**src/rtl/ntt_pkg.sv**
```systemverilog
// Shared definitions for the NTT front end: default sizes, the frame
// size derivations and the reorder buffer state encoding.
package ntt_pkg;

  localparam int NTT_NUM_STAGES = 4;
  localparam int NTT_DATA_W     = 16;
  localparam int NTT_N          = 1 << NTT_NUM_STAGES;
  localparam int NTT_P          = NTT_N / 2;

  typedef enum logic {
    LOAD = 1'b0,
    EMIT = 1'b1
  } state_e;

  // Transform size for a given number of butterfly stages.
  function automatic int ntt_size(input int stages);
    return 1 << stages;
  endfunction

endpackage

```
**src/rtl/ntt_bitrev.sv**
```systemverilog
// Combinational bit reversal of a NUM_STAGES-bit buffer address.
module ntt_bitrev #(
  parameter int NUM_STAGES = 4
) (
  input  logic [NUM_STAGES-1:0] addr,
  output logic [NUM_STAGES-1:0] rev
);

  // Mirror every address bit: bit b moves to bit NUM_STAGES-1-b.
  always_comb begin
    rev = '0;
    for (int b = 0; b < NUM_STAGES; b++) begin
      rev[NUM_STAGES-1-b] = addr[b];
    end
  end

endmodule

```
**src/rtl/reorder_in.sv**
```systemverilog
// Input reorder buffer for the first NTT stage. Collects N coefficients
// in natural order, then presents them as butterfly pairs in bit-reversed
// order (top = buf[bitrev(2k)], bottom = buf[bitrev(2k+1)]).
//
// Handshakes: a transfer happens on a rising clk edge where valid and
// ready are both high. in_ready is high exactly in LOAD and out_valid
// exactly in EMIT; neither depends combinationally on the opposite side's
// valid/ready, and the presented pair holds steady until it is taken.
module reorder_in
  import ntt_pkg::*;
#(
  parameter int NUM_STAGES = NTT_NUM_STAGES,
  parameter int DATA_W     = NTT_DATA_W
) (
  input  logic              clk,
  input  logic              reset,
  input  logic              in_valid,
  output logic              in_ready,
  input  logic [DATA_W-1:0] in_data,
  output logic              out_valid,
  input  logic              out_ready,
  output logic [DATA_W-1:0] out_top,
  output logic [DATA_W-1:0] out_bot,
  output logic              out_last,
  output state_e            fsm_state
);

  localparam int N = ntt_size(NUM_STAGES);
  localparam int P = N / 2;
  localparam logic [NUM_STAGES-1:0] WR_LAST = NUM_STAGES'(N - 1);
  localparam logic [NUM_STAGES-2:0] K_LAST  = (NUM_STAGES-1)'(P - 1);

  state_e                  state;
  logic [NUM_STAGES-1:0]   wr_cnt;
  logic [NUM_STAGES-2:0]   k;
  logic [DATA_W-1:0]       mem [N];
  logic [NUM_STAGES-1:0]   top_addr;
  logic [NUM_STAGES-1:0]   bot_addr;
  logic                    in_fire;
  logic                    out_fire;

  assign in_ready  = (state == LOAD);
  assign out_valid = (state == EMIT);
  assign in_fire   = in_valid && in_ready;
  assign out_fire  = out_valid && out_ready;
  assign fsm_state = state;

  // Pair k uses the even/odd natural indices 2k and 2k+1, reversed.
  ntt_bitrev #(.NUM_STAGES(NUM_STAGES)) u_rev_top (
    .addr ({k, 1'b0}),
    .rev  (top_addr)
  );

  ntt_bitrev #(.NUM_STAGES(NUM_STAGES)) u_rev_bot (
    .addr ({k, 1'b1}),
    .rev  (bot_addr)
  );

  assign out_top  = mem[top_addr];
  assign out_bot  = mem[bot_addr];
  assign out_last = (state == EMIT) && (k == K_LAST);

  // Frame sequencing: fill N words, then hand out P pairs, then refill.
  always_ff @(posedge clk) begin
    if (reset) begin
      state  <= LOAD;
      wr_cnt <= '0;
      k      <= '0;
    end else begin
      case (state)
        LOAD: begin
          if (in_fire) begin
            wr_cnt <= wr_cnt + 1'b1;
            if (wr_cnt == WR_LAST) begin
              state <= EMIT;
            end
          end
        end
        EMIT: begin
          if (out_fire) begin
            k <= k + 1'b1;
            if (k == K_LAST) begin
              state <= LOAD;
            end
          end
        end
        default: begin
          state  <= LOAD;
          wr_cnt <= '0;
          k      <= '0;
        end
      endcase
    end
  end

  // Coefficient storage; written only on an accepted input word.
  always_ff @(posedge clk) begin
    if (!reset && in_fire) begin
      mem[wr_cnt] <= in_data;
    end
  end

endmodule

```
**config.mk**
```make
export PLATFORM = sky130hd
export DESIGN_NAME = reorder_in
export DESIGN_NICKNAME = d
export VERILOG_FILES = /design/src/rtl/ntt_pkg.sv /design/src/rtl/ntt_bitrev.sv /design/src/rtl/reorder_in.sv
export SDC_FILE = /design/constraint.sdc
export NUM_CORES = 1
export LEC_CHECK = 0
export ABC_AREA = 1
export CAP_MARGIN = 0
export CORE_UTILIZATION = 27
export CTS_CLUSTER_SIZE = 28
export DETAILED_ROUTE_END_ITERATION = 16
export GPL_TIMING_DRIVEN = 1
export MAX_ROUTING_LAYER = met4
export SKIP_CTS_REPAIR_TIMING = 1
export SYNTH_ARGS = -nofsm -noshare
export SYNTH_HDL_FRONTEND = slang
export SYNTH_HIERARCHICAL = 1
export SYNTH_SLANG_ARGS = --single-unit
```
**constraint.sdc**
```tcl
create_clock -name clk -period 2.2 [get_ports clk]
set_input_delay 0.55 -clock clk [delete_from_list [all_inputs] [get_ports clk]]
set_output_delay 0.55 -clock clk [all_outputs]
set_load 0.01 [all_outputs]
```
=== Word-level counts from Yosys, hierarchy flattened ===
Memory sizes are Yosys's and may differ from the RTL's. A register that Yosys moved wholly into a read port is not among the register bits.
Index checks and enable logic that the tools add are counted.
W data, S select, Z words.

* Register bits after elaboration: 8
* Latch bits: 0
* Memory bits (writable): 256
* Memory bits (read-only): 0
* Input bits: 20
* Output and inout bits: 36
* Word-level logic and storage cells: 27
* Memories kept: 1

{| class="wikitable"
|+ Memory list
! memory !! depth !! bits a word !! read ports !! clocked after Yosys merged registers in !! write ports !! line !! RTL
|-
| mem || 16 || 16 || 2 || 2 || 1 || reorder_in.sv:36 || <nowiki>logic [DATA_W-1:0] mem [N];</nowiki>
|}

* $add $sub $neg: 2
* $mul: 0
* Divide/modulo/power cells: 0
* $lt $le $gt $ge: 0
* Equal/unequal tests: 2
* Shift-type cells: 0
* Multiplexer cells: 11
* Bitwise gates (word level): 1
* Reduce and logical (&&, ||, !) cells: 7

{| class="wikitable"
|+ Operator list
! operator !! number
|-
| $mux W4 || 4
|-
| $mux W1 || 6
|-
| $add A4 B1 Y4 const B || 1
|-
| $eq A4 B4 Y1 const B || 1
|-
| $logic_and A1 B1 Y1 || 4
|-
| $reduce_and A2 Y1 || 2
|-
| $add A3 B1 Y3 const B || 1
|-
| $eq A3 B3 Y1 const B || 1
|-
| $pmux W1 S2 || 1
|-
| $logic_not A1 Y1 || 1
|-
| $not A1 Y1 || 1
|}

=== Longest topological paths before layout ===
* Depth in word-level cells: 5
* Gate-level depth with buffers: 9

=== Hierarchy ===
The synthesis kept the hierarchy.

{| class="wikitable"
|+ By module, submodules not included
! module !! instances !! cells each !! area an instance (sq um) !! sequential area each (sq um)
|-
| reorder_in || 1 || 1,690 || 14,028.5 || 7,847.5
|-
| ntt_bitrev || 2 || 4 || 30.0 || 0.0
|}

=== Least setup slack after synthesis ===
Ideal clock, no wire load.

* Path kind: input to register
* Start: input port reset
* End: memory mem[15][0] in the netlist's numbering (enable)
* Library setup time: 0.390 ns
* Data arrival time: 1.603 ns
* Required time: 1.810 ns
* Setup slack: 0.207 ns
* Cell stages on the path: 3
* Path through: inv_1 nand3_1 nor2_1

* Longest elaborated chain between the ends: 4

{| class="wikitable"
|+ RTL lines
! item !! line !! RTL
|-
| start: declaration || reorder_in.sv:16 || <nowiki>input logic reset,</nowiki>
|-
| $logic_not A1 Y1 || reorder_in.sv:98 || <nowiki>if (!reset && in_fire) begin</nowiki>
|-
| $logic_and A1 B1 Y1 || reorder_in.sv:98 ||
|-
| $mux W1 || reorder_in.sv:98 ||
|-
| $mux W1 (implied by the code) || reorder_in.sv:99 || <nowiki>mem[wr_cnt] <= in_data;</nowiki>
|-
| end: declaration || reorder_in.sv:36 ||
|}

No other way between the ends.

==> flow_summary.html <==
<table>
<tr><th>Metric</th><th>Value</th></tr>
<tr><th colspan="2">Global routing</th></tr>
<tr><td>Number of antenna violations at the first check in global routing</td><td>2</td></tr>
<tr><td>Total congestion overflow after global routing</td><td>0</td></tr>
<tr><td>Largest net degree at the start of global routing</td><td>49</td></tr>
<tr><td>First-pass GRT wire length</td><td>65.9 mm</td></tr>
<tr><td>Number of global-route vias before repair</td><td>11600</td></tr>
<tr><td>Total routing resource utilization after global routing</td><td>0.166</td></tr>
<tr><th colspan="2">Final layout</th></tr>
<tr><td>Area growth, synth to finish</td><td>37.2%</td></tr>
<tr><td>Top library cells by usage in the layout, fill and taps aside</td><td>nand2_1, nand3_1, inv_1</td></tr>
<tr><td>Most common cell after layout, fill and taps aside</td><td>nand2_1</td></tr>
<tr><td>Number of nets in the finished design</td><td>1889</td></tr>
<tr><td>Layout cells sized above 1</td><td>0.267</td></tr>
<tr><td>Post-route standard cell area excluding fillers</td><td>19300 µm²</td></tr>
<tr><td>Final Instance Count excl. Fillers</td><td>2569</td></tr>
<tr><th colspan="2">Floorplanning</th></tr>
<tr><td>Core footprint</td><td>51400 µm²</td></tr>
<tr><td>Die Area</td><td>53100 µm²</td></tr>
<tr><td>FP Rows</td><td>83</td></tr>
<tr><td>DIE WIDTH</td><td>230 µm</td></tr>
<tr><td>Number of placed I/O pins</td><td>56</td></tr>
<tr><td>Starting density of the core</td><td>0.274</td></tr>
<tr><td>DIE HEIGHT</td><td>230 µm</td></tr>
<tr><th colspan="2">Worst setup path</th></tr>
<tr><td>Kind of launch point of the worst setup path</td><td>register</td></tr>
<tr><td>Data arrival time of the worst path</td><td>1.97 ns</td></tr>
<tr><td>Crit. End Element</td><td>output port</td></tr>
<tr><td>Data required, critical path</td><td>1.65 ns</td></tr>
<tr><td>Worst setup slack for register-to-register paths</td><td>0.57 ns</td></tr>
<tr><td>Peak fanout along the critical path</td><td>7</td></tr>
<tr><td>Worst Path Class, Setup</td><td>reg -&gt; out</td></tr>
<tr><th colspan="2">Timing</th></tr>
<tr><td>Clock period minus final worst setup slack</td><td>2.52 ns</td></tr>
<tr><td>Setup repair after global routing missed its margin</td><td>true</td></tr>
<tr><td>Final Max Slew Viols</td><td>0</td></tr>
<tr><td>Hold Vio Cnt, Final</td><td>0</td></tr>
<tr><td>Max_slew headroom</td><td>0.586</td></tr>
<tr><td>Post-Route Skew</td><td>0.0136 ns</td></tr>
<tr><td>Setup-violating endpoint count in the final report</td><td>33</td></tr>
<tr><td>Upper clock frequency limit</td><td>397 MHz</td></tr>
<tr><td>Final setup margin</td><td>-0.322 ns</td></tr>
<tr><td>Transition time at the pin with the least slew margin</td><td>0.620 ns</td></tr>
<tr><td>Fin crit share</td><td>1.15</td></tr>
<tr><th colspan="2">Outcome</th></tr>
<tr><td>Status</td><td>complete, but fails checks</td></tr>
<tr><td>Violations in the final reports</td><td>negative setup slack</td></tr>
<tr><th colspan="2">Route</th></tr>
<tr><td>DRT Pass-1 Iters</td><td>12</td></tr>
<tr><td>DRC marker count from the first detailed-route iteration</td><td>1243</td></tr>
<tr><td>Top layer used by detailed routing</td><td>met4</td></tr>
<tr><td>Final antenna-violating net count</td><td>0</td></tr>
<tr><td>Detailed-route wire length per cell</td><td>18.9 µm</td></tr>
<tr><td>Total met3 wirelength after detailed routing</td><td>4.04 mm</td></tr>
<tr><td>DRC violations left</td><td>0</td></tr>
<tr><td>Drt via density</td><td>4.96</td></tr>
<tr><td>WL met1</td><td>19.0 mm</td></tr>
<tr><td>Detailed route wirelength on metal2</td><td>22.9 mm</td></tr>
<tr><td>Number of vias after detailed routing</td><td>12800</td></tr>
<tr><td>Sum of routed wire length over all layers</td><td>48.6 mm</td></tr>
<tr><th colspan="2">CTS</th></tr>
<tr><td>H-tree depth</td><td>1</td></tr>
<tr><td>Source-to-sink clock delay at the later pin of the worst-skew pair</td><td>0.57 ns</td></tr>
<tr><td>TritonCTS clock tree</td><td>yes</td></tr>
<tr><td>Total clock buffers created by CTS</td><td>30</td></tr>
<tr><td>Maximum number of buffers from clock root to sink</td><td>3</td></tr>
<tr><td>Worst-path clk slew</td><td>0.06 ns</td></tr>
<tr><td># clock sinks</td><td>264</td></tr>
<tr><td>CTS Root Buffer Type</td><td>clkbuf_16</td></tr>
<tr><th colspan="2">Synthesis</th></tr>
<tr><td>Netlist area before placement</td><td>14100 µm²</td></tr>
<tr><td>Sequential area share after synthesis</td><td>0.557</td></tr>
<tr><td>Total number of yosys warnings</td><td>6</td></tr>
<tr><td>Number of storage elements in the synthesis netlist</td><td>264</td></tr>
<tr><td>Syn avg cell area</td><td>8.30 µm²</td></tr>
<tr><td>Synthesized instance count</td><td>1698</td></tr>
<tr><td>Unique cell type count in the Yosys netlist</td><td>20</td></tr>
<tr><td>Net count of the mapped netlist</td><td>1724</td></tr>
<tr><th colspan="2">Min path</th></tr>
<tr><td>Min-Delay Path Class</td><td>reg -&gt; reg</td></tr>
<tr><th colspan="2">Pwr</th></tr>
<tr><td>Worst vdd ir</td><td>511 µV</td></tr>
<tr><td>Power per unit of standard cell area</td><td>566 nW/µm²</td></tr>
<tr><td>Static leakage</td><td>8.39 nW</td></tr>
<tr><th colspan="2">Place</th></tr>
<tr><td>RD Place Congestion</td><td>0.856</td></tr>
<tr><td>Port buffer count</td><td>55</td></tr>
<tr><td>Placed inst area</td><td>16300 µm²</td></tr>
<tr><td>Worst-case setup slack after placement</td><td>-0.112 ns</td></tr>
<tr><td>HPWL after detailed placement</td><td>27.2 mm</td></tr>
<tr><td>Total instance count after detailed placement</td><td>2442</td></tr>
<tr><th colspan="2">Run</th></tr>
<tr><td>Max-Cap Viols</td><td>0</td></tr>
</table>
==> cell families after synthesis <==
logic type,Yosys count,synth area share
adder cells (fa/ha/maj),6,0.00533
XOR/XNOR,1,0.000622
AO/OA/AOI/OAI,6,0.00240
AND/OR/NAND/NOR,1035,0.316
other,2,0.000533
flip-flops,264,0.557
buffers and inverters,384,0.118
==> worst paths after layout <==
path | from | to | depth (start not counted)
setup reg to reg | k[2] | k[2] | 6
hold / removal | wr_cnt[2] | wr_cnt[2] | 2
setup / recovery | k[2] | out_bot[0] | 9
hold reg to reg | wr_cnt[2] | wr_cnt[2] | 2
==> critical path: stages, from the launching register on <==
cell and delay, ns:
dfxtp_4 0.43, buf_8 0.17, inv_12 0.07, buf_12 0.15, nand2_1 0.06, nand3_1 0.09
nand3_2 0.09, nand3_1 0.09, nand2_2 0.14, buf_6 0.12
==> flip-flops by register name, indices dropped and copies added (netlist names) <==
name and count:
mem 256, wr_cnt 4, k 3, fsm_state 1
==> report_power, final <==
part	total [mW]	switching, mW	internal (mW)
combinational	0.445	0.290	0.155
clock	4.93	2.04	2.89
sequential	5.56	0.0103	5.55
==> cell type report <==
class	instances	area [µm²]
Inverter	273	1060
Multi-Input combinational cell	1050	5530
Tap cell	680	851
Antenna cell	2	5.00
Fill cell	4970	32100
Sequential cell	264	7860
Clock inverter	10	103
Timing Repair Buffer	243	3060
Timing Repair inverter	1	11.3
Clock buffer	46	852
==> layer usage <==
layer | global-route usage | vias to the layer above
met5 | - | -
met4 | 0.0886 | 0
met3 | 0.0272 | 178
met2 | 0.270 | 719
met1 | 0.198 | 6033
li1 | - | 5824
==> through the flow <==
stage	TNS [ns]	total power, mW	util	hold slack, ns
2_1_floorplan	0	5.82	-	0.472
3_3_place_gp	-1.66	6.05	0.318	0.497
3_5_place_dp	-3.20	6.06	0.318	0.500
4_1_cts	-22.37	10.9	0.336	0.529
5_1_grt	-10.53	11.2	0.376	0.554
6_report	-8.40	10.9	0.376	0.522
==> synth_stat cells, drive strengths merged <==
| cell | count | area [µm²] |
|---|---|---|
| o21ai | 3 | 15.0 |
| nand3 | 454 | 2270 |
| dfxtp | 8 | 160 |
| buf | 92 | 563 |
| nor3 | 1 | 5.00 |
| conb | 2 | 7.51 |
| a31o | 1 | 8.76 |
| inv | 273 | 1020 |
| edfxtp | 256 | 7690 |
| xor2 | 1 | 8.76 |
| a21oi | 2 | 10.0 |
| clkbuf | 19 | 71.3 |
| ha | 6 | 75.1 |
| nand2 | 555 | 2090 |
| nor2 | 25 | 93.8 |
Note: power is estimated with default switching activity, not from simulation.
